===== src/rtl/cnt_yi_pkg.sv =====
// rtl/cnt_yi_pkg.sv - shared state encoding for the loadable down-counter
package cnt_yi_pkg;

    localparam logic [0:0] CNT_IDLE = 1'b0;
    localparam logic [0:0] CNT_RUN  = 1'b1;

endpackage


===== src/rtl/count_down_ld_yi.sv =====
// rtl/count_down_ld_yi.sv - loadable down-counter with valid/ready load port (optional CNT_DOWN_RELOAD_EN)
module count_down_ld_yi
    import cnt_yi_pkg::*;
#(
    parameter int BITS_OF_END_NUMBER = 10
) (
    input  logic                          clk,
    input  logic                          reset,
    input  logic                          ld_valid,
    output logic                          ld_ready,
    input  logic [BITS_OF_END_NUMBER-1:0] ld_number,
    input  logic                          enable,
    output logic [BITS_OF_END_NUMBER-1:0] total_q,
    output logic                          first,
    output logic                          last,
    output logic                          busy,
    output logic                          done
);

    logic [0:0]                    state_q;
    logic [BITS_OF_END_NUMBER-1:0] cnt_q;
    logic [BITS_OF_END_NUMBER-1:0] load_q;
    logic                          busy_q;
    logic                          done_q;
    logic                          step;
    logic                          at_zero;
    logic                          load_fire;

    // A step only happens while a run is active and the consumer enables it
    always_comb begin
        step    = (state_q == CNT_RUN) && enable;
        at_zero = (cnt_q == '0);
        first   = step && (cnt_q == load_q);
        last    = step && at_zero;
`ifdef CNT_DOWN_RELOAD_EN
        // Accepting on the final step lets the next run start with no bubble
        ld_ready = (state_q == CNT_IDLE) || (step && at_zero);
`else
        ld_ready = (state_q == CNT_IDLE);
`endif
        load_fire = ld_valid && ld_ready;
    end

    // Run control: a load takes priority over finishing so a reload keeps the run going
    always_ff @(posedge clk or posedge reset) begin
        if (reset) begin
            state_q <= CNT_IDLE;
            cnt_q   <= '0;
            load_q  <= '0;
            busy_q  <= 1'b0;
            done_q  <= 1'b0;
        end else begin
            done_q <= step && at_zero;
            if (load_fire) begin
                state_q <= CNT_RUN;
                cnt_q   <= ld_number;
                load_q  <= ld_number;
                busy_q  <= 1'b1;
            end else if (step) begin
                if (at_zero) begin
                    state_q <= CNT_IDLE;
                    busy_q  <= 1'b0;
                end else begin
                    cnt_q <= cnt_q - 1'b1;
                end
            end
        end
    end

    assign total_q = cnt_q;
    assign busy    = busy_q;
    assign done    = done_q;

endmodule


===== config.mk =====
export PLATFORM = sky130hd
export DESIGN_NAME = count_down_ld_yi
export DESIGN_NICKNAME = d
export VERILOG_FILES = /design/src/rtl/cnt_yi_pkg.sv /design/src/rtl/count_down_ld_yi.sv
export SDC_FILE = /design/constraint.sdc
export NUM_CORES = 1
export LEC_CHECK = 0
export ABC_AREA = 1
export BUFFER_PORTS_ARGS = -buffer_cell sky130_fd_sc_hd__clkbuf_2
export CAP_MARGIN = 20
export CELL_PAD_IN_SITES_DETAIL_PLACEMENT = 0
export CELL_PAD_IN_SITES_GLOBAL_PLACEMENT = 1
export CORE_UTILIZATION = 24
export CTS_CLUSTER_SIZE = 8
export DETAILED_ROUTE_END_ITERATION = 7
export GPL_ROUTABILITY_DRIVEN = 0
export PLACE_DENSITY = 0.53
export SLEW_MARGIN = 10
export SYNTH_ARGS = -nofsm -noshare
export SYNTH_HDL_FRONTEND = slang
export SYNTH_SLANG_ARGS = --single-unit

===== constraint.sdc =====
create_clock -name clk -period 1.85 [get_ports clk]
set_input_delay 0.555 -clock clk [delete_from_list [all_inputs] [get_ports clk]]
set_output_delay 0.555 -clock clk [all_outputs]
set_load 0.02 [all_outputs]

==> results.env <==
RUN_STATUS='finished, violations left'
VIOLATED_CHECKS='setup timing'
GRT_PASS1_WL_UM=6250
LAYOUT.CELLS.MOST_COMMON='nand2_1'
WORSTSETUPSTARTPOINTTYPE='flip-flop'
POST_SYNTH_AND_OR_NAND_NOR_AREA_FRACTION_PCT=30.8
LAYOUT.NETS=251
FINAL_HPWL_DP_UM=2700
SYNTH-WARNING-COUNT=0
CRITPATHCAPTURETYPE='output pin'
CP_DATA_REQUIRED_TIME_NS=1.29
CP_MAX_FO=3
FIRST_GLOBAL_VIAS=1347
SYNTH.CELL_AREA_SQ_UM=1280
YOSYS.AREA.TOP_TYPE='dfrtp_1'
DIE-HEIGHT_UM=75.0
VDD_DROP_MAX_mV=0.505
CTS_NUM_SINKS=22
ROUTED_ANTENNA_NETS=0
AREA_FRACTION_IN_COMPOUND_GATES_AFTER_SYNTHESIS_PCT=13.9
OVERFLOW_AFTER_GRT=0
IO_BUFFER_COUNT=28
CP_CELL_SEQUENCE='buf_4, buf_4, xnor2_2, nand3_1, nor2_2, clkbuf_8'
POST_DP_CELL_AREA_SQ_UM=1630
TOTAL_COUNT_OF_HOLD_CHECK_FAILURES_IN_THE_FINAL_REPORT=0
CTS-ROOT-BUF='clkbuf_8'
IO_PINS=29
FINISH.CELL_COUNT_WITHOUT_FILLERS=305
MIN_PERIOD_OVER_PERIOD_PCT=110
WORST_PATH_LARGEST_CELL_DELAY_NS=0.40
FLOORPLAN.DIE.WIDTH_UM=75.0
FIN_UTIL_PCT=36.3
DIODES=0
POST_CTS_CLOCK_SLEW_AT_THE_LAUNCH_AND_CAPTURE_REGISTERS_OF_THE_WORST_SETUP_AND_HOLD_PATHS_NS=0.09
GRT_USE_MET1_PCT=19.4
SYN_NETS=193
EFFECTIVE_UTILIZATION_AT_FLOORPLAN_PCT=25.1
YOSYS.AREA_SHARE.XOR_XNOR_PCT=2.74
GRTUSAGEMET3_PCT=2.14
TIMING.CRITICAL_PATH.ARRIVAL_NS=1.47
YOSYS-MUX-AREA-FRACTION_PCT=0
PLEAK_nW=0.964
DRT_DRC_VIOLATIONS_LEFT=0
STARTING_DRC_COUNT_IN_DETAILED_ROUTING=47
CORE_AREA_SQ_UM=5110
CLOCK.FMAX_MHz=493
TIMING_MAX_TRANSITION_VIOLATIONS_FINAL=0
NETLIST.AREA_LEADER.SHARE_PCT=43.0
LARGEST_NET_DEGREE_AT_THE_START_OF_GLOBAL_ROUTING=23
NUMBER_OF_BUFFERS_ADDED_BY_THE_CLOCK_TREE_SYNTHESIS_STEP=3
POST_CTS_HOLD_BUFFER_COUNT=0
STDCELL_AREA_SQ_UM=1860
WORSTMARGINPINSLEW_NS=0.374
CRITICAL_PATH_BUF_INV_COUNT=3
CTS.HTREE.LEVELS=1
GLOBAL_ROUTE.PEAK_USAGE_LAYER='met2'
ROUTE.DETAILED.WL_PER_INST_UM=11.9
WORST_SKEW_PAIR.LATE_LATENCY_NS=0.27
MOST_USED_CELL_CP='buf_4'
TIMING.FINAL.WS_SETUP_NS=-0.178
DETAIL_ROUTE.FIRST_PASS.ITERATIONS=4
MOSTFREQUENTLAYOUTCELLS='nand2_1 (57), buf_4 (27), clkbuf_2 (26)'
SLEW-LIMIT-HEADROOM_PCT=75.1
FINCLKSKEW_NS=0.00959
TIMING_WORST_SETUP_PATH_TYPE='flip-flop to output pin'
SYNTH-SEQ-CELLS=22
DOMINANT_COMBINATIONAL_CELL_FAMILY_BY_AREA_AFTER_SYNTHESIS='simple AND/OR/NAND/NOR gates'
WORST_PATH_DOMINANT_CELL_FAMILY='buffers and inverters'
POSTSYNTHCELLCOUNT=178
SYNTH_FA_HA_AREA_SHARE_PCT=0.978
CTS_TREE='yes'
WORST_PATH_MAX_DELAY_CELL='dfrtp_1'
STD_CELL_ROWS=26
SHARE_OF_THE_YOSYS_CHIP_AREA_BELONGING_TO_REGISTERS_PCT=43.0
ROUTED_WIRELENGTH_UM=3640
GRTUSAGEMET2_PCT=25.4
DRIVE_ABOVE_1_SHARE_PCT=43.0
VIASPERCELL=4.29
FIN_CRIT_NS=2.03
GRT_ANTENNA_BEFORE_REPAIR=0
SYNTH.AVG_CELL_AREA_SQ_UM=7.19
POST-PLACE-CELLS=290
WORST_HOLD_SLACK_ACROSS_ALL_ENDPOINTS_NS=0.292
CTS.PATH.MAX_BUFFERS=2
AREA_GROWTH_SYN_TO_LAYOUT_PCT=45.0
HOLD_CLASS='input pin to asynchronous set/reset pin'
SETUP_VIOL_COUNT_FINAL=2
VIA_COUNT=1308
POST_SYNTH_NUM_CELL_TYPES=24
MAXCAP_VIOL_COUNT=0
DIEAREA_SQ_UM=5630
SYNTH_TOP_CELLS_BY_AREA='dfrtp_1 (43%), nand2_1 (17%), inv_1 (6.2%)'
GLOBALROUTETOTALUTIL_PCT=14.9
RSZ_0062_RAISED_AFTER_GLOBAL_ROUTING='yes'
POWER-PER-CELL-AREA_nW_PER_UM2=1460
through the flow:
step	power [mW]	setup WS [ns]	TNS, ns
floorplan	1.64	-0.0383	-0.0383
global placement	2.10	-0.148	-0.148
detailed placement	2.12	-0.173	-0.173
CTS	2.66	-0.205	-0.371
global route	2.95	-0.286	-0.519
finish	2.71	-0.178	-0.349
report_power, final:
group	total [mW]	leakage (nW)	internal (mW)	switching (mW)
sequential	0.849	0.256	0.668	0.181
clock	0.359	0.0288	0.190	0.169
combinational	1.50	0.679	0.698	0.803
area by class of cell:
cell class	instances	area, sq um
sequential	22	557
clock buffer	4	55.1
inverter	24	90.1
multi-input combinational	129	693
tap	70	87.6
fill	558	3250
timing repair buffer	56	373
cell families (layout without fill, tap and decap cells):
group | after synthesis | in the layout
compound gates | 29 | 29
xor+xnor | 4 | 4
fa+ha+maj | 1 | 1
buf+inv | 27 | 84
flops | 22 | 22
simple gates | 95 | 95
repair_timing:
action                                  4_1_cts  5_1_grt
gates resized for setup                      24        6
pin swaps                                     7        8
endpoints found under the setup margin        2        2
setup buffers                                 7        4
path summary, 6_finish.rpt:
check                        startpoint    endpoint  slack, ns  cells past startpoint
max                          total_q[0]       first      -0.18                      6
min                               reset   load_q[6]       0.29                      3
max reg2reg                  total_q[5]  total_q[3]       0.18                      9
min reg2reg                   load_q[2]   load_q[2]       0.51                      2
max in group asynchronous         reset  total_q[7]       1.30                      3
min in group clk           ld_number[2]   load_q[2]       0.50                      3
worst min-delay path: cells and delay by family:
kind,cells,cell delay [ns]
buffers and inverters,3,0.41
flip-flops by register name (all words and copies together) (netlist names):
| register | cells |
|---|---|
| busy | 1 |
| done | 1 |
| load_q | 10 |
| total_q | 10 |
layer usage:
metal,vias to the layer above,share of wire [%]
li1,675,-
met1,615,47
met2,16,50
met3,2,2.2
met4,0,0.60
met5,-,0
cell usage after synthesis (all sizes together):
cell type / count
nand4: 1
a21oi: 4
xor2: 1
o22ai: 6
nand3: 8
o211ai: 1
nor3: 2
buf: 3
ha: 1
o21ai: 18
nor2: 22
nand2: 62
xnor2: 3
inv: 24
dfrtp: 22
Power figures use the tool's default switching activity.
